--- src/rtl/store_write_buffer.sv ---
// In-order store write buffer between the store data queue and the data-memory write port.
// Issue-to-request latency is two cycles; with zero-wait acks it drains one store per cycle.
// Optional store-to-load forwarding is enabled with the STB_FWD_EN macro.
module store_write_buffer #(
    parameter int WB_ENTRIES = 4
) (
    input  logic                          clk_i,
    input  logic                          rst_i,
    output logic                          sdq_issue_en_o,
    input  logic                          sdq_issue_vld_i,
    input  logic [31:0]                   sdq_issue_addr_i,
    input  logic [31:0]                   sdq_issue_data_i,
    output logic                          mem_wr_req_o,
    output logic [31:0]                   mem_wr_addr_o,
    output logic [31:0]                   mem_wr_data_o,
    input  logic                          mem_wr_ack_i,
    output logic                          wb_empty_o,
    output logic [$clog2(WB_ENTRIES):0]   wb_count_o,
    input  logic                          ld_vld_i,
    input  logic [31:0]                   ld_addr_i,
    output logic                          ld_hit_o,
    output logic [31:0]                   ld_data_o
);

    localparam int IW = $clog2(WB_ENTRIES);
    localparam int PW = IW + 1;
    localparam int CW = PW + 1;
    localparam logic [CW-1:0] DEPTH = CW'(WB_ENTRIES);

    typedef enum logic {
        IDLE,
        REQ
    } state_t;

    state_t          state_q, state_d;
    logic [31:0]     ent_addr [WB_ENTRIES];
    logic [31:0]     ent_data [WB_ENTRIES];
    logic [PW-1:0]   head_q, tail_q, count;
    logic [IW-1:0]   head_idx, nxt_idx, tail_idx;
    logic [CW-1:0]   occ_in;
    logic [31:0]     wr_addr_q, wr_data_q, load_addr, load_data;
    logic            empty, full, push, pop, load;

    assign head_idx = head_q[IW-1:0];
    assign tail_idx = tail_q[IW-1:0];
    assign nxt_idx  = head_idx + IW'(1);
    assign count    = tail_q - head_q;
    assign empty    = (head_q == tail_q);
    assign full     = (head_q[IW] != tail_q[IW]) && (head_idx == tail_idx);

    // A store arriving while full is a protocol violation and is dropped.
    assign push     = sdq_issue_vld_i && !full;
    assign pop      = (state_q == REQ) && mem_wr_ack_i;

    // The store already in flight from the queue must also have a slot reserved.
    assign occ_in         = {1'b0, count} + {{PW{1'b0}}, sdq_issue_vld_i};
    assign sdq_issue_en_o = (occ_in < DEPTH);

    always_comb begin
        state_d   = state_q;
        load      = 1'b0;
        load_addr = ent_addr[head_idx];
        load_data = ent_data[head_idx];
        case (state_q)
            IDLE: begin
                if (!empty) begin
                    state_d = REQ;
                    load    = 1'b1;
                end
            end
            REQ: begin
                if (mem_wr_ack_i) begin
                    if (count > PW'(1)) begin
                        load      = 1'b1;
                        load_addr = ent_addr[nxt_idx];
                        load_data = ent_data[nxt_idx];
                    end else if (push) begin
                        // Last entry popped while a new one lands: bypass it straight to the port.
                        load      = 1'b1;
                        load_addr = sdq_issue_addr_i;
                        load_data = sdq_issue_data_i;
                    end else begin
                        state_d = IDLE;
                    end
                end
            end
            default: state_d = IDLE;
        endcase
    end

    always_ff @(posedge clk_i) begin
        if (rst_i) begin
            head_q    <= '0;
            tail_q    <= '0;
            state_q   <= IDLE;
            wr_addr_q <= '0;
            wr_data_q <= '0;
        end else begin
            if (push) tail_q <= tail_q + PW'(1);
            if (pop)  head_q <= head_q + PW'(1);
            state_q <= state_d;
            if (load) begin
                wr_addr_q <= load_addr;
                wr_data_q <= load_data;
            end
        end
    end

    always_ff @(posedge clk_i) begin
        if (push) begin
            ent_addr[tail_idx] <= sdq_issue_addr_i;
            ent_data[tail_idx] <= sdq_issue_data_i;
        end
    end

    assign mem_wr_req_o  = (state_q == REQ);
    assign mem_wr_addr_o = wr_addr_q;
    assign mem_wr_data_o = wr_data_q;
    assign wb_empty_o    = empty && (state_q == IDLE);
    assign wb_count_o    = count;

`ifdef STB_FWD_EN
    logic [IW-1:0] fwd_idx;

    // Scan oldest to youngest so the youngest matching store wins.
    always_comb begin
        ld_hit_o  = 1'b0;
        ld_data_o = '0;
        fwd_idx   = head_idx;
        for (int i = 0; i < WB_ENTRIES; i++) begin
            fwd_idx = head_idx + IW'(i);
            if (ld_vld_i && (PW'(i) < count) && (ent_addr[fwd_idx] == ld_addr_i)) begin
                ld_hit_o  = 1'b1;
                ld_data_o = ent_data[fwd_idx];
            end
        end
    end
`else
    logic unused_ld;

    assign unused_ld = ^{ld_vld_i, ld_addr_i};
    assign ld_hit_o  = 1'b0;
    assign ld_data_o = '0;
`endif

endmodule

--- config.mk ---
export PLATFORM = sky130hd
export DESIGN_NAME = store_write_buffer
export DESIGN_NICKNAME = d
export VERILOG_FILES = /design/src/rtl/store_write_buffer.sv
export SDC_FILE = /design/constraint.sdc
export NUM_CORES = 1
export LEC_CHECK = 0
export CAP_MARGIN = 10
export CORE_MARGIN = 2
export CORE_UTILIZATION = 45
export DETAILED_ROUTE_END_ITERATION = 7
export PLACE_DENSITY_LB_ADDON = 0.1
export SYNTH_ARGS = -nofsm -noshare
export SYNTH_HDL_FRONTEND = slang
export SYNTH_SLANG_ARGS = --single-unit
--- constraint.sdc ---
create_clock -name clk_i -period 5.2 [get_ports clk_i]
set_clock_uncertainty 0.15 [all_clocks]
set_input_delay 1.3 -clock clk_i [delete_from_list [all_inputs] [get_ports clk_i]]
set_output_delay 1.3 -clock clk_i [all_outputs]
set_load 0.01 [all_outputs]
==> run summary <==
Max-Cap Viols: 0
First-pass GRT wire length: 53200 um
H-Tree Depth: 2
Starting DRC count in detailed routing: 579
DR vias/cell: 5.77
Min Tclk post-route: 4210 ps
Setup-failing EPs final: 0
Power per cell area: 424 mW/mm^2
Nets@finish: 1034
Post-route cell area: 0.0176 mm^2
Quantity of gates resized following cts: 0
TritonCTS buffer count: 37
Post-synth EDFFs: 256
Setup CP Type: flop to primary output
Fin worst setup slack: 991 ps
Syn. warnings: 0
CTS Root Cell: clkbuf_16
Ratio of cells with drive above 1 in the final layout: 22.4%
CP peak stage delay: 560 ps
Grt total ovfl: 0
Postcts setup bufs: 0
Crit-path slowest cell: clkdlybuf4s50_1
Final core utilization: 54.4%
Slew @ Worst Pin: 1190 ps
Via count: 8066
DRC: 0
Clock Pin Slew Worst Setup and Hold Paths: 60 ps
Placed Instance Area: 0.0164 mm^2
TNS Setup: 0 ps
Initial antenna violation count: 2
Die area: 0.0344 mm^2
DR WL met3: 2100 um
Final Hold Fails: 0
Crit end category: primary output
Number of global-route vias before repair: 8917
Crit path cell chain: inv_1 > ha_1 > fa_1 > xor3_2 > a31oi_1 > clkdlybuf4s50_1
Post-synth top flop: edfxtp_1
Max Used Layer: met5
Syn-to-layout area delta: 19.2%
HP Class: flop to flop
Worst vdd rail ir drop: 296 uV
Register bit count reported by yosys: 329
DRT Wirelength: 35500 um
Total GRT Usage: 21.0%
Initial core utilization: 45.6%
CTS Hold Bufs: 0
Synth Cell Area: 0.0148 mm^2
IO Count: 204
Clk_lat worst skew: 510 ps
Worst Setup Start Kind: flop
Dpl ws: 1130 ps
Core area: 0.0325 mm^2
Pre-antenna DRT Iters: 5
Chip width: 185 um
RSZ-0062 raised after global routing: false
Max-slew headroom: 20.9%
Maximum clock frequency: 238 MHz
TritonCTS Sinks: 329
Hold WS: 406 ps
Leakage: 5.68 nW
Largest net degree at the start of global routing: 67
Crit path DAT: 2760 ps
Mean Syn Cell Area: 18.7 um^2
Crit path buffers/inverters: 2
Chip Height: 185 um
Avg WL per Cell: 25.4 um
Post-route ant nets: 0
Routed metal-1 wirelength: 14700 um
Final Wtd Congestion: 0.759
Synth Instances: 793
Register area share after synthesis: 61.8%
Crit Path Max Fanout: 5
Final HPWL DP: 19200 um
Yosys cell types: 35
Crit path max-delay family: adder cells
Outcome: completed
Pins Over Slew Limit: 0
Asr flop ratio synth: 0%
DR WL met2: 18100 um
WP data required: 3750 ps
I/O Buffers: 137
CTS tree: built
Crit share post-route: 80.9%
Max clock buf depth: 3
# rows: 66
[worst paths after layout]
path	from	end	slack, ps	depth (start not counted)
min reg2reg	mem_wr_data_o[30]$_SDFFE_PP0P_	mem_wr_data_o[30]$_SDFFE_PP0P_	410	2
max reg2reg	tail_q[0]$_SDFFE_PP0P_	mem_wr_addr_o[12]$_SDFFE_PP0P_	1640	8
min	mem_wr_data_o[30]$_SDFFE_PP0P_	mem_wr_data_o[30]$_SDFFE_PP0P_	410	2
max	tail_q[0]$_SDFFE_PP0P_	sdq_issue_en_o	990	6
[registers in the layout (all words and copies together), names as in the netlist, named ones only]
name	flops
tail_q	3
mem_wr_req_o	1
mem_wr_addr_o	32
ent_data	128
mem_wr_data_o	32
head_q	3
ent_addr	128
[stage by stage]
step	total power (W)	cells
3_5_place_dp	0.00499	1328
3_3_place_gp	0.00493	1328
5_1_grt	0.00781	1396
2_1_floorplan	0.00443	825
4_1_cts	0.00758	1396
6_report	0.00749	1397
[power breakdown]
group	total, W	leakage [nW]	switching [W]	internal [W]
Clock	0.00258	0.608	0.00100	0.00157
Combinational	0.00170	2.12	0.000803	0.000892
Sequential	0.00322	2.95	0.000152	0.00307
[cell usage after synthesis (all sizes together) (2+ instances only)]
library cell	count	area share [%]
buf	70	4.1
nand3	2	0.068
xor2	3	0.18
dfxtp	73	9.9
mux4	128	19
ha	7	0.59
and2	3	0.13
mux2i	129	8.7
nand2	4	0.10
inv	6	0.15
a21oi	2	0.068
edfxtp	256	52
o22ai	64	2.7
xnor2	2	0.17
clkbuf	20	0.51
a31oi	2	0.085
nor2	8	0.20
nor3b	2	0.10
[cell type report]
class	count	area, um^2
tap	442	553
antenna	1	2.50
clock inverter	12	113
sequential	329	9160
multi-input combinational	400	5120
timing repair buffer	151	1560
clock buffer	56	1110
inverter	6	23.8
fill	2558	14800
[logic make-up after synthesis]
logic type	Yosys count	share of synthesized area [%]
DFF	329	61.8
buffers and inverters	96	4.73
other	1	0.0253
AOI/OAI and AO/OA	75	3.26
adders and majority gates	8	0.727
muxes	257	28.2
xor gates and xnor gates	6	0.516
and+or+nand+nor	21	0.735
[layer usage]
metal  GRT usage, %  up-vias
met5              0        -
met4           4.86        2
met3           4.15       41
met2           35.6      256
met1           27.9     4267
li1               -     3500
[worst register-to-register path: cells and delay by family (launching register included)]
| family | cells | cell delay [ps] |
|---|---|---|
| adders and majority gates | 2 | 840 |
| DFF | 1 | 420 |
| AOI/OAI and AO/OA | 2 | 560 |
| buffers and inverters | 2 | 460 |
| and+or+nand+nor | 2 | 960 |
[cell usage in the layout, fill, tap and decap left out, types with 2 or more instances in the layout]
| cell | Yosys | final |
|---|---|---|
| buf_4 | 41 | 7 |
| o22ai_1 | 63 | 63 |
| conb_1 | 1 | 33 |
| xor2_1 | 3 | 3 |
| nor2_1 | 8 | 8 |
| mux4_2 | 128 | 128 |
| dfxtp_4 | 0 | 3 |
| ha_1 | 7 | 6 |
| and2_4 | 0 | 3 |
| clkinv_2 | 0 | 9 |
| a21oi_1 | 2 | 2 |
| clkbuf_8 | 0 | 7 |
| dfxtp_1 | 73 | 70 |
| buf_12 | 7 | 7 |
| inv_1 | 6 | 5 |
| nand3_1 | 2 | 2 |
| nand2_1 | 4 | 4 |
| nor3b_1 | 2 | 2 |
| edfxtp_1 | 256 | 256 |
| clkbuf_1 | 20 | 10 |
| bufinv_16 | 0 | 2 |
| clkdlybuf4s50_1 | 0 | 137 |
| clkbuf_16 | 0 | 39 |
| mux2i_1 | 129 | 129 |
Note: power is estimated with default switching activity, not from simulation.
